===== src/rtl/data_mem_responder.sv =====
// Data-memory responder: valid/ready load/store requests against an internal word array,
// with configurable wait states and a single-cycle response strobe.
module data_mem_responder #(
   parameter int ADDR_W      = 8,
   parameter int DEPTH       = 64,
   parameter int WAIT_STATES = 2
) (
   input  logic              clk,
   input  logic              rst,
   input  logic              req_valid,
   output logic              req_ready,
   input  logic              req_we,
   input  logic [ADDR_W-1:0] req_addr,
   input  logic [2:0]        req_funct3,
   input  logic [31:0]       req_wdata,
   output logic              rsp_valid,
   output logic [31:0]       rsp_rdata,
   output logic              rsp_err
);

   // state | meaning
   // IDLE  | ready for a request
   // BUSY  | request held, counting wait states
   // RESP  | response strobe driven for one cycle
   typedef enum logic [1:0] {IDLE, BUSY, RESP} state_t;

   localparam int IDX_W = (DEPTH > 1) ? $clog2(DEPTH) : 1;

   state_t state, state_nxt;
   logic [3:0] cnt, cnt_nxt;
   logic accept, commit;

   logic             we_q;
   logic [1:0]       lane_q;
   logic [IDX_W-1:0] widx_q;
   logic [2:0]       f3_q;
   logic [31:0]      wdata_q;
   logic             err_q;

   logic             in_err;
   logic             cur_we, cur_err;
   logic [1:0]       cur_lane;
   logic [IDX_W-1:0] cur_widx;
   logic [2:0]       cur_f3;
   logic [31:0]      cur_wdata;

   logic [3:0]  byte_en;
   logic [31:0] wr_word, rd_word, rd_shift, load_val;

   logic [31:0] mem [DEPTH];

   always_comb begin
      in_err = 1'b0;
      if (req_we) in_err = (req_funct3 > 3'b010);
      else        in_err = (req_funct3 == 3'b011) || (req_funct3[2:1] == 2'b11);
      if (req_funct3[1:0] == 2'b01 && req_addr[0])         in_err = 1'b1;
      if (req_funct3[1:0] == 2'b10 && req_addr[1:0] != 2'b00) in_err = 1'b1;
      if ({{(32-(ADDR_W-2)){1'b0}}, req_addr[ADDR_W-1:2]} >= 32'(DEPTH)) in_err = 1'b1;
   end

   // With zero wait states the commit happens on the accept edge, so use the live request.
   always_comb begin
      if (state == IDLE) begin
         cur_we    = req_we;
         cur_lane  = req_addr[1:0];
         cur_widx  = req_addr[IDX_W+1:2];
         cur_f3    = req_funct3;
         cur_wdata = req_wdata;
         cur_err   = in_err;
      end else begin
         cur_we    = we_q;
         cur_lane  = lane_q;
         cur_widx  = widx_q;
         cur_f3    = f3_q;
         cur_wdata = wdata_q;
         cur_err   = err_q;
      end
   end

   always_comb begin
      state_nxt = state;
      cnt_nxt   = cnt;
      req_ready = 1'b0;
      accept    = 1'b0;
      commit    = 1'b0;
      case (state)
         IDLE: begin
            req_ready = 1'b1;
            if (req_valid) begin
               accept = 1'b1;
               if (WAIT_STATES == 0) begin
                  state_nxt = RESP;
                  commit    = 1'b1;
               end else begin
                  state_nxt = BUSY;
                  cnt_nxt   = 4'(WAIT_STATES);
               end
            end
         end
         BUSY: begin
            cnt_nxt = cnt - 4'd1;
            if (cnt == 4'd1) begin
               state_nxt = RESP;
               commit    = 1'b1;
            end
         end
         RESP:    state_nxt = IDLE;
         default: state_nxt = IDLE;
      endcase
   end

   always_ff @(posedge clk or posedge rst) begin
      if (rst) begin
         state <= IDLE;
         cnt   <= 4'd0;
      end else begin
         state <= state_nxt;
         cnt   <= cnt_nxt;
      end
   end

   always_ff @(posedge clk or posedge rst) begin
      if (rst) begin
         we_q    <= 1'b0;
         lane_q  <= 2'd0;
         widx_q  <= '0;
         f3_q    <= 3'd0;
         wdata_q <= 32'd0;
         err_q   <= 1'b0;
      end else if (accept) begin
         we_q    <= req_we;
         lane_q  <= req_addr[1:0];
         widx_q  <= req_addr[IDX_W+1:2];
         f3_q    <= req_funct3;
         wdata_q <= req_wdata;
         err_q   <= in_err;
      end
   end

   always_comb begin
      byte_en = 4'b0000;
      wr_word = cur_wdata;
      case (cur_f3[1:0])
         2'b00: begin
            byte_en = 4'b0001 << cur_lane;
            wr_word = {4{cur_wdata[7:0]}};
         end
         2'b01: begin
            byte_en = 4'b0011 << {cur_lane[1], 1'b0};
            wr_word = {2{cur_wdata[15:0]}};
         end
         default: byte_en = 4'b1111;
      endcase
   end

   // Array is deliberately not reset; rst also blocks a commit that would race the reset.
   always_ff @(posedge clk) begin
      if (commit && cur_we && !cur_err && !rst) begin
         for (int b = 0; b < 4; b++) begin
            if (byte_en[b]) mem[cur_widx][8*b +: 8] <= wr_word[8*b +: 8];
         end
      end
   end

   always_comb begin
      rd_word  = mem[cur_widx];
      rd_shift = rd_word >> {cur_lane, 3'b000};
      case (cur_f3)
         3'b000:  load_val = {{24{rd_shift[7]}}, rd_shift[7:0]};
         3'b001:  load_val = {{16{rd_shift[15]}}, rd_shift[15:0]};
         3'b010:  load_val = rd_word;
         3'b100:  load_val = {24'd0, rd_shift[7:0]};
         3'b101:  load_val = {16'd0, rd_shift[15:0]};
         default: load_val = 32'd0;
      endcase
   end

   always_ff @(posedge clk or posedge rst) begin
      if (rst) begin
         rsp_rdata <= 32'd0;
         rsp_err   <= 1'b0;
      end else if (commit) begin
         rsp_rdata <= (cur_err || cur_we) ? 32'd0 : load_val;
         rsp_err   <= cur_err;
      end else if (state == RESP) begin
         rsp_rdata <= 32'd0;
         rsp_err   <= 1'b0;
      end
   end

   assign rsp_valid = (state == RESP);

endmodule


===== config.mk =====
export PLATFORM = sky130hd
export DESIGN_NAME = data_mem_responder
export DESIGN_NICKNAME = d
export VERILOG_FILES = /design/src/rtl/data_mem_responder.sv
export SDC_FILE = /design/constraint.sdc
export NUM_CORES = 2
export LEC_CHECK = 0
export ABC_AREA = 0
export BUFFER_PORTS_ARGS = -buffer_cell sky130_fd_sc_hd__buf_4
export CAP_MARGIN = 0
export CORE_AREA = 2 2 394 396
export CTS_BUF_LIST = sky130_fd_sc_hd__clkbuf_8
export CTS_CLUSTER_SIZE = 30
export DETAILED_ROUTE_END_ITERATION = 7
export DIE_AREA = 0 0 396 398
export GPL_ROUTABILITY_DRIVEN = 0
export PLACE_DENSITY_LB_ADDON = 0.25
export REMOVE_ABC_BUFFERS = 1
export SYNTH_ARGS = -nofsm -noshare
export SYNTH_HDL_FRONTEND = slang
export SYNTH_SLANG_ARGS = --single-unit
export TNS_END_PERCENT = 20

===== constraint.sdc =====
create_clock -name clk -period 18.85 [get_ports clk]
set_input_delay 0.9425 -clock clk [delete_from_list [all_inputs] [get_ports clk]]
set_output_delay 0.9425 -clock clk [all_outputs]
set_load 0.05 [all_outputs]

==> metrics.md <==
| Metric | Value |
|---|---|
| Crit end category | `flop` |
| Clk Latency, worst-skew pair | `1.03 ns` |
| Ys flop type | `edfxtp_1` |
| Run status | `finished with violations` |
| LEAKAGE | `31.1 nW` |
| Fillcell total | `11.2k` |
| Final wirelength | `290,000 µm` |
| Top area cells in the synthesized netlist | `edfxtp_1 73%, o22ai_1 5.1%, dfrtp_1 2.5%` |
| CTS Buffer Depth | `4` |
| Area of the multi-input gates | `0.0187 mm²` |
| Initial core utilization | `54.6%` |
| Final period utilization | `34.0%` |
| Max Cap Viol | `0` |
| Final TNS setup | `0 ns` |
| Fin nets | `6,043` |
| WP data arrival | `7.20 ns` |
| Area growth syn-to-layout | `12.2%` |
| CTS tree | `yes` |
| Residual DRC | `3` |
| Mapped Cells | `about 5.7k` |
| Max_slew headroom | `7.10%` |
| Port-buffer cells | `81` |
| Largest net degree at the start of global routing | `just over 100` |
| First-pass GRT wire length | `408,000 µm` |
| DIE WIDTH | `396 µm` |
| Synth area leader | `edfxtp_1` |
| FF+latch count, synth | `2,132` |
| Post-synth top area share | `between 70 and 80%` |
| P per Cell Area | `171 mW/mm²` |
| Cell variety after synth | `99` |
| First-pass DRT Iterations | `8` |
| Detail Route Antenna Nets | `0` |
| Sequential fraction of the synthesis area | `between 70% and 80%` |
| Fmax | `156 MHz` |
| GRT overflow | `0` |
| DRT iter0 DRCs | `10.1k` |
| Vias in the first global route | `55.8k` |
| Post-synth EDFFs | `2,048` |
| Fraction of layout cells with a size suffix above 1 | `15.3%` |
| # clock sinks | `2,132` |
| Clock skew | `0.110 ns` |
| Fin cells | `8,282` |
| Total track usage | `36.4%` |
| Clock Pin Slew Worst Setup and Hold Paths | `0.06 ns` |
| Hold WC Path Type | `primary input to flop` |
| Final hold vios | `0` |
| Max VDD drop | `roughly 0.23 mV` |
| Asr flop ratio synth | `under 10%` |
| # setup viols final | `0` |
| Pins over their slew limit | `0` |
| Final min period | `6.40 ns` |
| Via count | `between 50k and 60k` |
| Final setup margin | `12.45 ns` |
| Placed cell count | `between 7k and 8k` |
| Critical Path RT | `19.65 ns` |
| Mapped Area | `0.0837 mm²` |
| Place WS | `12.82 ns` |
| Failing checks | `design-rule violations` |
| Crit path kind | `flop to flop` |
| Syn Area/Cell | `14.7 µm²` |
| CTS H-tree depth | `5` |
| Area occupied by registers | `0.0636 mm²` |
| I/O Pins | `82` |
| WL per Instance | `about 35 µm` |
| HPWL Detailed | `171,000 µm` |
| Startpoint Class | `flop` |
| Worst-path fanout max | `60` |
| Ys Warns | `0` |
| Die ar. | `between 0.15 and 0.2 mm²` |
| Initial antenna violation count | `18` |
| Row count | `~140` |
| Core box area | `0.153 mm²` |
| RSZ-0062 raised after global routing | `false` |
| # resized after CTS | `0` |
| Via density per instance | `roughly 7.1` |
| Worst Tran Pin Value | `1.38 ns` |
| Cts bufs inserted | `345` |
| CTS root buffer | `clkbuf_8` |
| Die H | `398 µm` |
## where the power goes
| group | total, mW | leakage [nW] | internal, mW | switching [mW] |
|---|---|---|---|---|
| clock | 3.58 | 3.45 | 1.79 | 1.79 |
| combinational | 5.92 | 8.01 | 1.26 | 4.66 |
| sequential | 6.59 | 19.6 | 6.46 | 0.128 |
## cell usage in the layout (no fill, tap or decap), drive strengths merged, types with 19 or more instances in the layout
cell type and instances:
o22a 19, nor4 101, nor2 328, or3 46, a21oi 291, a211oi 34
mux2i 78, a32o 22, clkbuf 354, o41ai 23, nand2 422, clkinv 98
inv 133, buf 392, o21ai 111, and3 38, nor3 329, a31oi 36
o22ai 682, o31ai 30, dfrtp 84, o2111ai 23, or4 24, edfxtp 2048
nand3 133, o221ai 44
## cell type report
cell class              count  share of cell area, %
diodes                     16                 0.0426
clock buffers             354                   5.19
clock inverters           221                   1.09
inverters                  19                 0.0812
multi-input cells        3103                   19.9
flip-flops and latches   2132                   67.7
well taps                2044                   2.72
repair buffers            393                   3.28
## path summary, 6_finish.rpt
| path | slack [ns] | cells after the start | end | start |
|---|---|---|---|---|
| hold reg to reg | 0.47 | 2 | wdata_q[6]$_DFFE_PP0P_ | wdata_q[6]$_DFFE_PP0P_ |
| setup / recovery | 12.45 | 13 | rsp_rdata[22]$_DFFE_PP0P_ | state[1]$_DFFE_PP0P_ |
| setup reg to reg | 12.45 | 13 | rsp_rdata[22]$_DFFE_PP0P_ | state[1]$_DFFE_PP0P_ |
| max in group asynchronous | 16.96 | 4 | wdata_q[16]$_DFFE_PP0P_ | rst |
| hold / removal | 0.12 | 3 | wdata_q[12]$_DFFE_PP0P_ | req_wdata[12] |
| min in group asynchronous | 0.60 | 3 | widx_q[1]$_DFFE_PP0P_ | rst |
## what timing repair did
action,CTS,global route
hold buffers,1,0
hold endpoints to repair,6,0
buffers inserted,0,0
## routing by layer
| metal | track usage [%] | share of wire, % | up-vias |
|---|---|---|---|
| met5 | 0.0303 | 0.036 | - |
| met4 | 20.4 | 6.4 | 14 |
| met3 | 14.0 | 17 | 1073 |
| met2 | 51.2 | 42 | 5222 |
| met1 | 48.8 | 35 | 29000 |
| li1 | - | - | 23400 |
## registers in the layout, indices dropped and copies added, names as in the netlist
signal,flops
cnt,4
err_q,1
f3_q,3
lane_q,2
mem,2048
rsp_err,1
rsp_rdata,32
state,2
wdata_q,32
we_q,1
widx_q,6
## worst max-delay path, cell delays in order (launching register included)
cell	delay (ns)
dfrtp_2	0.38
buf_4	0.33
or2_2	0.45
inv_4	0.34
buf_4	0.52
mux2i_1	0.41
nand2_2	0.48
buf_4	0.39
buf_4	0.55
o22ai_1	0.21
nor4_2	0.68
nor3_2	0.16
o31ai_4	1.03
nand3_1	0.17
## cell usage after synthesis (46+ instances only)
| cell type | number |
|---|---|
| o21ai_0 | 102 |
| buf_2 | 169 |
| nand2_1 | 420 |
| nand3_1 | 133 |
| o22ai_1 | 682 |
| mux2i_1 | 78 |
| nor2_1 | 327 |
| edfxtp_1 | 2048 |
| clkbuf_1 | 188 |
| or3_1 | 46 |
| nor3_1 | 327 |
| nor4_1 | 98 |
| dfrtp_1 | 84 |
| a21oi_1 | 289 |
## through the flow
stage | instance area [µm²] | total power [mW] | util [%] | hold WS [ns]
detailed placement | 88000 | 12.3 | 57.4 | 0.461
floorplan | 81700 | 9.49 | - | 0.445
global route | 93900 | 16.4 | 61.3 | 0.0919
CTS | 93900 | 15.8 | 61.3 | 0.0466
finish | 94000 | 16.1 | 61.3 | 0.119
global placement | 88000 | 12.2 | 57.4 | 0.456
## cells by family after synthesis
group                      share of synthesized area (%)
DFF                                                 76.0
AOI/OAI and AO/OA                                   11.9
buffers and inverters                               2.45
muxes                                               1.17
and+or+nand+nor                                     8.50
adders and majority gates                         0.0299
Note: power is estimated with default switching activity, not from simulation.
